`config.mk`:
```
export PLATFORM = sky130hd
export DESIGN_NAME = pad_uart_frame_decoder_flat
export DESIGN_NICKNAME = d
export VERILOG_FILES = /design/src/rtl/vga_pkg.sv /design/src/rtl/pad_link_pkg.sv /design/src/rtl/pad_uart_frame_decoder_if.sv /design/src/rtl/pad_rx_timeout_counter.sv /design/src/rtl/pad_uart_frame_decoder.sv /design/src/flat_wrapper.sv
export SDC_FILE = /design/constraint.sdc
export NUM_CORES = 1
export LEC_CHECK = 0
export ABC_AREA = 0
export CAP_MARGIN = 0
export CORE_ASPECT_RATIO = 2
export CORE_MARGIN = 1.5
export CORE_UTILIZATION = 38
export CTS_CLUSTER_DIAMETER = 120
export DETAILED_ROUTE_END_ITERATION = 16
export PLACE_DENSITY = 0.65
export SLEW_MARGIN = 10
export SYNTH_ARGS = -nofsm -noshare
export SYNTH_HDL_FRONTEND = slang
export SYNTH_SLANG_ARGS = --single-unit
```
`constraint.sdc`:
```
create_clock -name clk -period 2.6 [get_ports clk]
set_input_delay 0.52 -clock clk [delete_from_list [all_inputs] [get_ports clk]]
set_output_delay 0.52 -clock clk [all_outputs]
set_load 0.02 [all_outputs]
```
`src/rtl/vga_pkg.sv`:
```
// vga_pkg: display geometry and the pad constants derived from it.
package vga_pkg;
  localparam int         VER_PIXELS       = 768;
  localparam int         PAD_HEIGHT       = 145;
  localparam int         PAD_Y_INIT       = 312;
  localparam logic [7:0] PAD_FRAME_HEADER = 8'hA5;
  localparam int         PAD_Y_MAX        = VER_PIXELS - PAD_HEIGHT;
endpackage

```
`src/rtl/pad_link_pkg.sv`:
```
// pad_link_pkg: pad-position link framing shared by the receive decoder and the future transmit encoder.
package pad_link_pkg;
  typedef enum logic [1:0] {IDLE, HI, LO, CHK} pad_rx_state_t;
  localparam logic [7:0] PAD_FRAME_HEADER   = vga_pkg::PAD_FRAME_HEADER;
  localparam int         PAD_Y_MAX          = vga_pkg::PAD_Y_MAX;
  localparam logic [9:0] PAD_Y_INIT         = 10'(vga_pkg::PAD_Y_INIT);
  localparam int         PAD_TIMEOUT_CYCLES = 65000;
  function automatic logic [7:0] pad_checksum(input logic [7:0] header, input logic [7:0] hi,
                                              input logic [7:0] lo);
    return header ^ hi ^ lo;
  endfunction
endpackage

```
`src/rtl/pad_uart_frame_decoder_if.sv`:
```
// pad_uart_frame_decoder_if: UART byte stream in, validated pad position and frame status out.
interface pad_uart_frame_decoder_if;
  logic [7:0] rx_data;
  logic       rx_valid;
  logic [9:0] y_pad_uart;
  logic       frame_ok;
  logic       frame_err;
  logic [7:0] err_cnt;
  modport master(output rx_data, rx_valid, input y_pad_uart, frame_ok, frame_err, err_cnt);
  modport slave(input rx_data, rx_valid, output y_pad_uart, frame_ok, frame_err, err_cnt);
endinterface

```
`src/rtl/pad_rx_timeout_counter.sv`:
```
// pad_rx_timeout_counter: counts clk cycles since the last clear and flags when TIMEOUT_CYCLES is reached.
module pad_rx_timeout_counter #(
  parameter int TIMEOUT_CYCLES = 65000
) (
  input  logic clk,
  input  logic rst_n,
  input  logic clear,
  output logic expired
);
  localparam int W = $clog2(TIMEOUT_CYCLES + 1);
  logic [W-1:0] cnt_q, cnt_d;
  always_comb cnt_d = clear ? '0 : cnt_q + 1'b1;
  always_ff @(posedge clk or negedge rst_n)
    if (!rst_n) cnt_q <= '0;
    else cnt_q <= cnt_d;
  assign expired = cnt_q == W'(TIMEOUT_CYCLES);
endmodule

```
`src/rtl/pad_uart_frame_decoder.sv`:
```
// pad_uart_frame_decoder: parses header/hi/lo/xor UART frames into a validated 10-bit pad position.
// Define PAD_RX_TIMEOUT_EN to abandon partial frames after an inter-byte timeout.
module pad_uart_frame_decoder
  import pad_link_pkg::*;
#(
  parameter logic [7:0] HEADER = PAD_FRAME_HEADER,
  parameter int         Y_MAX  = PAD_Y_MAX,
  parameter logic [9:0] Y_INIT = PAD_Y_INIT
`ifdef PAD_RX_TIMEOUT_EN
  ,
  parameter int         TIMEOUT_CYCLES = PAD_TIMEOUT_CYCLES
`endif
) (
  input logic                     clk,
  input logic                     rst_n,
  pad_uart_frame_decoder_if.slave bus
);
  pad_rx_state_t state_q, state_d;
  logic [7:0] hi_q, hi_d, lo_q, lo_d, err_cnt_q, err_cnt_d;
  logic [9:0] y_q, y_d, pos;
  logic ok_q, ok_d, err_q, err_d, hdr, hi_ok, sum_ok, timeout;
  assign pos    = {hi_q[1:0], lo_q};
  assign hdr    = bus.rx_data == HEADER;
  assign hi_ok  = bus.rx_data[7:2] == 6'd0;
  assign sum_ok = bus.rx_data == pad_checksum(HEADER, hi_q, lo_q);
`ifdef PAD_RX_TIMEOUT_EN
  logic expired;
  pad_rx_timeout_counter #(.TIMEOUT_CYCLES(TIMEOUT_CYCLES)) u_timeout (
    .clk    (clk),
    .rst_n  (rst_n),
    .clear  (bus.rx_valid || state_q == IDLE || expired),
    .expired(expired)
  );
  // a byte arriving on the expiry cycle takes priority over the timeout
  assign timeout = expired && state_q != IDLE && !bus.rx_valid;
`else
  assign timeout = 1'b0;
`endif
  always_ff @(posedge clk or negedge rst_n)
    if (!rst_n) state_q <= IDLE;
    else state_q <= state_d;
  always_comb begin
    state_d = state_q;
    if (bus.rx_valid)
      case (state_q)
        IDLE:    state_d = hdr ? HI : IDLE;
        HI:      state_d = hi_ok ? LO : hdr ? HI : IDLE;
        LO:      state_d = CHK;
        default: state_d = (!sum_ok && hdr) ? HI : IDLE;
      endcase
    else if (timeout) state_d = IDLE;
  end
  always_comb begin
    hi_d      = (bus.rx_valid && state_q == HI && hi_ok) ? bus.rx_data : hi_q;
    lo_d      = (bus.rx_valid && state_q == LO) ? bus.rx_data : lo_q;
    ok_d      = bus.rx_valid && state_q == CHK && sum_ok && pos <= 10'(Y_MAX);
    err_d     = bus.rx_valid ? ((state_q == HI && !hi_ok && !hdr) || (state_q == CHK && !ok_d)) : timeout;
    y_d       = ok_d ? pos : y_q;
    err_cnt_d = (err_d && err_cnt_q != 8'hFF) ? err_cnt_q + 8'd1 : err_cnt_q;
  end
  always_ff @(posedge clk or negedge rst_n)
    if (!rst_n) begin
      hi_q      <= '0;
      lo_q      <= '0;
      y_q       <= Y_INIT;
      ok_q      <= 1'b0;
      err_q     <= 1'b0;
      err_cnt_q <= '0;
    end else begin
      hi_q      <= hi_d;
      lo_q      <= lo_d;
      y_q       <= y_d;
      ok_q      <= ok_d;
      err_q     <= err_d;
      err_cnt_q <= err_cnt_d;
    end
  assign bus.y_pad_uart = y_q;
  assign bus.frame_ok   = ok_q;
  assign bus.frame_err  = err_q;
  assign bus.err_cnt    = err_cnt_q;
endmodule

```
`src/flat_wrapper.sv`:
```
// flat-port wrapper written by rule: the top's interface ports become plain ports
module pad_uart_frame_decoder_flat import pad_link_pkg::*;
#(
  parameter logic [7:0] HEADER = PAD_FRAME_HEADER,
  parameter int         Y_MAX  = PAD_Y_MAX,
  parameter logic [9:0] Y_INIT = PAD_Y_INIT

)
  (clk, rst_n, bus_rx_data, bus_rx_valid, bus_y_pad_uart, bus_frame_ok, bus_frame_err, bus_err_cnt);
  pad_uart_frame_decoder_if bus_i ();
  input logic clk;
  input logic rst_n;
  input wire logic [$bits(bus_i.rx_data)-1:0] bus_rx_data;
  input wire logic [$bits(bus_i.rx_valid)-1:0] bus_rx_valid;
  output wire logic [$bits(bus_i.y_pad_uart)-1:0] bus_y_pad_uart;
  output wire logic [$bits(bus_i.frame_ok)-1:0] bus_frame_ok;
  output wire logic [$bits(bus_i.frame_err)-1:0] bus_frame_err;
  output wire logic [$bits(bus_i.err_cnt)-1:0] bus_err_cnt;
  assign bus_i.rx_data = bus_rx_data;
  assign bus_i.rx_valid = bus_rx_valid;
  assign bus_y_pad_uart = bus_i.y_pad_uart;
  assign bus_frame_ok = bus_i.frame_ok;
  assign bus_frame_err = bus_i.frame_err;
  assign bus_err_cnt = bus_i.err_cnt;
  pad_uart_frame_decoder #(.HEADER(HEADER), .Y_MAX(Y_MAX), .Y_INIT(Y_INIT)) u_core (.clk(clk), .rst_n(rst_n), .bus(bus_i));
endmodule
```
Yosys cells after proc, flatten, opt, wreduce, memory -nomap -nowiden
Index checks and enable logic that the tools add are counted.
{"block": "op_classes", "addsub": 1, "n_lt_le_gt_ge": 1, "eq_ne": 6, "muxes": 5, "bitwise": 2, "reduce_logical": 18}
{"cell": "1-bit logical AND", "count": 11}
{"cell": "10-bit less-or-equal comparator, second input constant", "count": 1}
{"cell": "8-bit by 1-bit adder with 8-bit output, second input constant", "count": 1}
{"cell": "8-bit equality test", "count": 1}
{"cell": "8-bit equality test, second input constant", "count": 1}
{"cell": "8-bit inequality test, second input constant", "count": 1}
{"cell": "8-bit XOR", "count": 1}
{"cell": "6-bit zero test", "count": 1}
{"cell": "2-bit one-hot mux with 3 select lines", "count": 1}
{"cell": "2-bit equality test, second input constant", "count": 2}
{"cell": "1-bit zero test", "count": 4}
{"cell": "4-bit NOT", "count": 1}
{"cell": "1-bit 2-to-1 mux", "count": 3}
{"cell": "2-bit by 1-bit equality test with 1-bit output, second input constant", "count": 1}
{"cell": "2-bit zero test", "count": 1}
{"cell": "2-bit 2-to-1 mux", "count": 1}
{"cell": "1-bit logical OR", "count": 1}
{"block": "word_totals", "ff_bits": 38, "in_bits": 11}

Longest topological paths before layout
{"block": "depth", "depth_word": 10, "mapped_depth": 6}

Worst setup path after synthesis
No wires, ideal clock.
{"block": "synth_timing", "kind": "input-to-reg", "startpoint": "in bus_rx_data[7]", "endpoint": "reg u_core.y_q[0], in the netlist u_core.bus.y_pad_uart[0]", "arrival_time_ns": 1.870, "required_ns": 2.475, "path_slack_ns": 0.605, "cell_stages": 6, "cell_sequence": "xnor3_1 > nor3_2 > nor4bb_4 > buf_6 > nand2_8 > mux2_4"}
{"block": "synth_between", "elab_chain_len": 3}
{"item": "start: declaration", "line": "flat_wrapper.sv:13", "text": "input wire logic [$bits(bus_i.rx_data)-1:0] bus_rx_data;"}
{"item": "8-bit equality test", "line": "pad_uart_frame_decoder.sv:25", "text": "assign sum_ok = bus.rx_data == pad_checksum(HEADER, hi_q, lo_q);"}
{"item": "1-bit logical AND (2 in series)", "line": "pad_uart_frame_decoder.sv:56", "text": "ok_d = bus.rx_valid && state_q == CHK && sum_ok && pos <= 10'(Y_MAX);"}
{"item": "end signal: assignment", "line": "pad_uart_frame_decoder.sv:72", "text": "y_q <= y_d;"}
{"item": "end: declaration", "line": "pad_uart_frame_decoder.sv:20", "text": "logic [9:0] y_q, y_d, pos;"}
Every way passes these cells.
A chain may end at the register's enable or synchronous reset.

Worst setup path in the final report
{"block": "layout_timing", "startpoint": "in bus_rx_data[7]", "endpoint": "reg u_core.y_q[2], in the netlist u_core.bus.y_pad_uart[2]"}
Same word-level chain as after synthesis.

==> flow_metrics.tcl <==
set metrics [dict create \
    outcome "completed" \
    post_synth_most_frequent_cells "sky130_fd_sc_hd__dfrtp_1, sky130_fd_sc_hd__mux2_4, sky130_fd_sc_hd__mux2_2, sky130_fd_sc_hd__and2_1" \
    detail_route.vias_per_cell 5.07 \
    regArea_um2 956 \
    timing.critical_path.to_type "flip-flop" \
    slew_headroom_pct 68.4 \
    cp_data_arrival_time_ns 2.54 \
    multi_input_gate_area_in_the_final_layout_um2 857 \
    final-instance-count-excl-fill 227 \
    dpl_cell_area_um2 2260 \
    ff_to_ff_start "u_core.lo_q[0]" \
    grt_start_max_net_pins 39 \
    global_placer_s_final_weighted_congestion 0.769 \
    fmax_mhz 423 \
    cts_tree "done" \
    clockBufferDepth 2 \
    cts-resized-gates 0 \
    clkTransAtPathRegs_ns 0.07 \
    grt_setup_unrepaired "false" \
    antenna_violating_nets_post_route 0 \
    p_leak_uw 0.00111 \
    synth_nets 139 \
    report.final.setup_viol 0 \
    synth-warning-count 0 \
    vdd_ir_drop_max_uv 592 \
    drt_first_iter_violations 13 \
    synthCells 127 \
    postCtsSetupRepairBufs 0 \
    timing.final.crit_share_pct 91.0 \
    max-cap-violations 0 \
    synth-edff-count 0 \
    layout.nets 183 \
    gr-total-overflow 0 \
    layout-drive-gt1-share_pct 26.2 \
    synthDistinctLibCells 39 \
    finalHoldWorstSlack_ns 0.489 \
    grt_first_pass_wirelength_um 5860 \
    globalRouteTotalUtil_pct 15.2 \
    critPathRequiredTime_ns 2.78 \
    fp.dieW_um 52.3 \
    io_pins 31 \
    initial_utilization_pct 39.8 \
    cts_num_sinks 38 \
    die_height_um 102 \
    antennaDiodeCount 0 \
    synth_seq_area_share_pct 51.8 \
    worst-slew-pin-transition_ns 0.474 \
    holdCritPathClass "flip-flop to flip-flop" \
    yosysMostFrequentCell "sky130_fd_sc_hd__dfrtp_1" \
    wl_per_cell_um 15.8 \
    postSynthAreaPerCell_um2 14.5 \
    synth_top_flop_cell "sky130_fd_sc_hd__dfrtp_1" \
    worst-path-max-fanout 10 \
    grt_antenna_before_repair 0 \
    hold_buffers 0 \
    place.detailed.instances 219 \
    timing.clock.skew_ns 0.00840 \
    yosys.area.top_type_share_pct 46.1 \
    areaGrowthSynthToFinish_pct 27.6 \
    cts_root_buf "sky130_fd_sc_hd__clkbuf_8" \
    drt-total-wl_um 3580 \
    post-layout-total-power_uw 1690 \
    die-area_um2 5310 \
    numCtsBuffers 5 \
    postSynthRegisterBits 38 \
    timing_hold_violations_final 0 \
    post_synth_instance_area_um2 1850 \
    yosys-top-cells-area "sky130_fd_sc_hd__dfrtp_1, sky130_fd_sc_hd__mux2_4, sky130_fd_sc_hd__dfstp_2, sky130_fd_sc_hd__xor3_1, sky130_fd_sc_hd__mux2_2" \
    min_from "u_core.bus.err_cnt[5]" \
    setup_total_negative_slack_ns 0 \
    rows 35 \
    synth_async_sr_flop_share_pct 100 \
    post-route-drc-count 0 \
    place.port_buffers 30 \
    vias 1152 \
    nFillCells 431 \
    first_global_vias 1290 \
    worstSetupStartpointType "input port" \
    placeableCoreArea_um2 4640 \
    timing_worst_setup_path_type "input port to flip-flop" \
    drt_pre_antenna_iters 4 \
    clock_insertion_delay_worst_skew_ns 0.29 \
    cts.htree.levels 2 \
    post-route-min-period_ns 2.37 \
    design_area_um2 2360 \
    setup.worst_path.start "bus_rx_data[7]" \
    hpwl_um 2750 \
    biggest_area_consumer_among_synthesized_cells "sky130_fd_sc_hd__dfrtp_1" \
    slew_viol_final 0 \
    power_per_cell_area_nw_per_um2 717 \
]
flip-flops by register name, indices dropped and copies added (netlist names):
| register | count |
|---|---|
| u_core.bus.frame_err | 1 |
| u_core.hi_q | 8 |
| u_core.bus.err_cnt | 8 |
| u_core.state_q | 2 |
| u_core.lo_q | 8 |
| u_core.bus.y_pad_uart | 10 |
| u_core.bus.frame_ok | 1 |
placed cells by master, fill, tap and decap left out, types with 3 or more instances in the layout:
| cell | instances |
|---|---|
| sky130_fd_sc_hd__and2_1 | 7 |
| sky130_fd_sc_hd__buf_4 | 10 |
| sky130_fd_sc_hd__clkbuf_8 | 6 |
| sky130_fd_sc_hd__clkdlybuf4s50_1 | 30 |
| sky130_fd_sc_hd__dfrtp_1 | 34 |
| sky130_fd_sc_hd__dfstp_2 | 4 |
| sky130_fd_sc_hd__mux2_2 | 8 |
| sky130_fd_sc_hd__mux2_4 | 11 |
| sky130_fd_sc_hd__nand2_1 | 6 |
| sky130_fd_sc_hd__nand3_1 | 3 |
| sky130_fd_sc_hd__nor2_1 | 3 |
| sky130_fd_sc_hd__or3_1 | 3 |
| sky130_fd_sc_hd__xnor3_1 | 4 |
| sky130_fd_sc_hd__xor2_1 | 6 |
| sky130_fd_sc_hd__xor3_1 | 4 |
worst paths after layout:
path | slack [ns] | depth (start not counted) | to
min | 0.49 | 1 | u_core.bus.err_cnt[5]
max | 0.23 | 7 | u_core.bus.y_pad_uart[2]
max in group asynchronous | 1.59 | 2 | u_core.bus.y_pad_uart[5]
min reg2reg | 0.49 | 1 | u_core.bus.err_cnt[5]
min in group asynchronous | 0.65 | 2 | u_core.bus.y_pad_uart[9]
max reg2reg | 0.61 | 6 | u_core.bus.y_pad_uart[2]
metrics by stage:
stage | setup WS [ns] | util [%]
detailed placement | -0.0864 | 48.8
CTS | 0.210 | 50.8
global placement | -0.00489 | 48.8
floorplan | 0.605 | -
finish | 0.234 | 50.8
global route | 0.130 | 50.8
worst max-delay path: stages:
cell and delay [ns]:
sky130_fd_sc_hd__clkdlybuf4s50_1 0.51, sky130_fd_sc_hd__xnor3_1 0.45, sky130_fd_sc_hd__nor3_2 0.23, sky130_fd_sc_hd__nor4bb_4 0.25, sky130_fd_sc_hd__buf_4 0.18, sky130_fd_sc_hd__nand2_8 0.09, sky130_fd_sc_hd__mux2_4 0.31
report_power, final:
part / internal (µW) / switching (µW) / leakage, µW
combinational: 285 / 194 / 0.000579
clock: 214 / 196 / 0.0000482
sequential: 687 / 114 / 0.000485
area by class of cell:
type / count / share of cell area, %
flip-flops and latches: 38 / 40.6
multi-input cells: 84 / 36.4
repair buffers: 40 / 15.9
clock buffers: 7 / 3.66
well taps: 55 / 2.92
inverters: 2 / 0.319
clock inverters: 1 / 0.212
kinds of logic (layout without fill, tap and decap cells):
family | count (synthesis) | in the layout | synth area share (%)
buf+inv | 5 | 50 | 1.83
flops | 38 | 38 | 51.8
simple gates | 37 | 37 | 13.3
fa+ha+maj | 1 | 1 | 0.677
xor+xnor | 14 | 14 | 12.9
compound gates | 11 | 11 | 4.47
mux | 21 | 21 | 15.0
routing by layer:
metal / up-vias / wire length [µm] / GRT usage [%]
li1: 546 / - / -
met1: 566 / 1340 / 15.4
met2: 32 / 1990 / 27.9
met3: 8 / 164 / 3.39
met4: 0 / 85 / 7.50
met5: - / 0 / 0
Note: power is estimated with default switching activity, not from simulation.
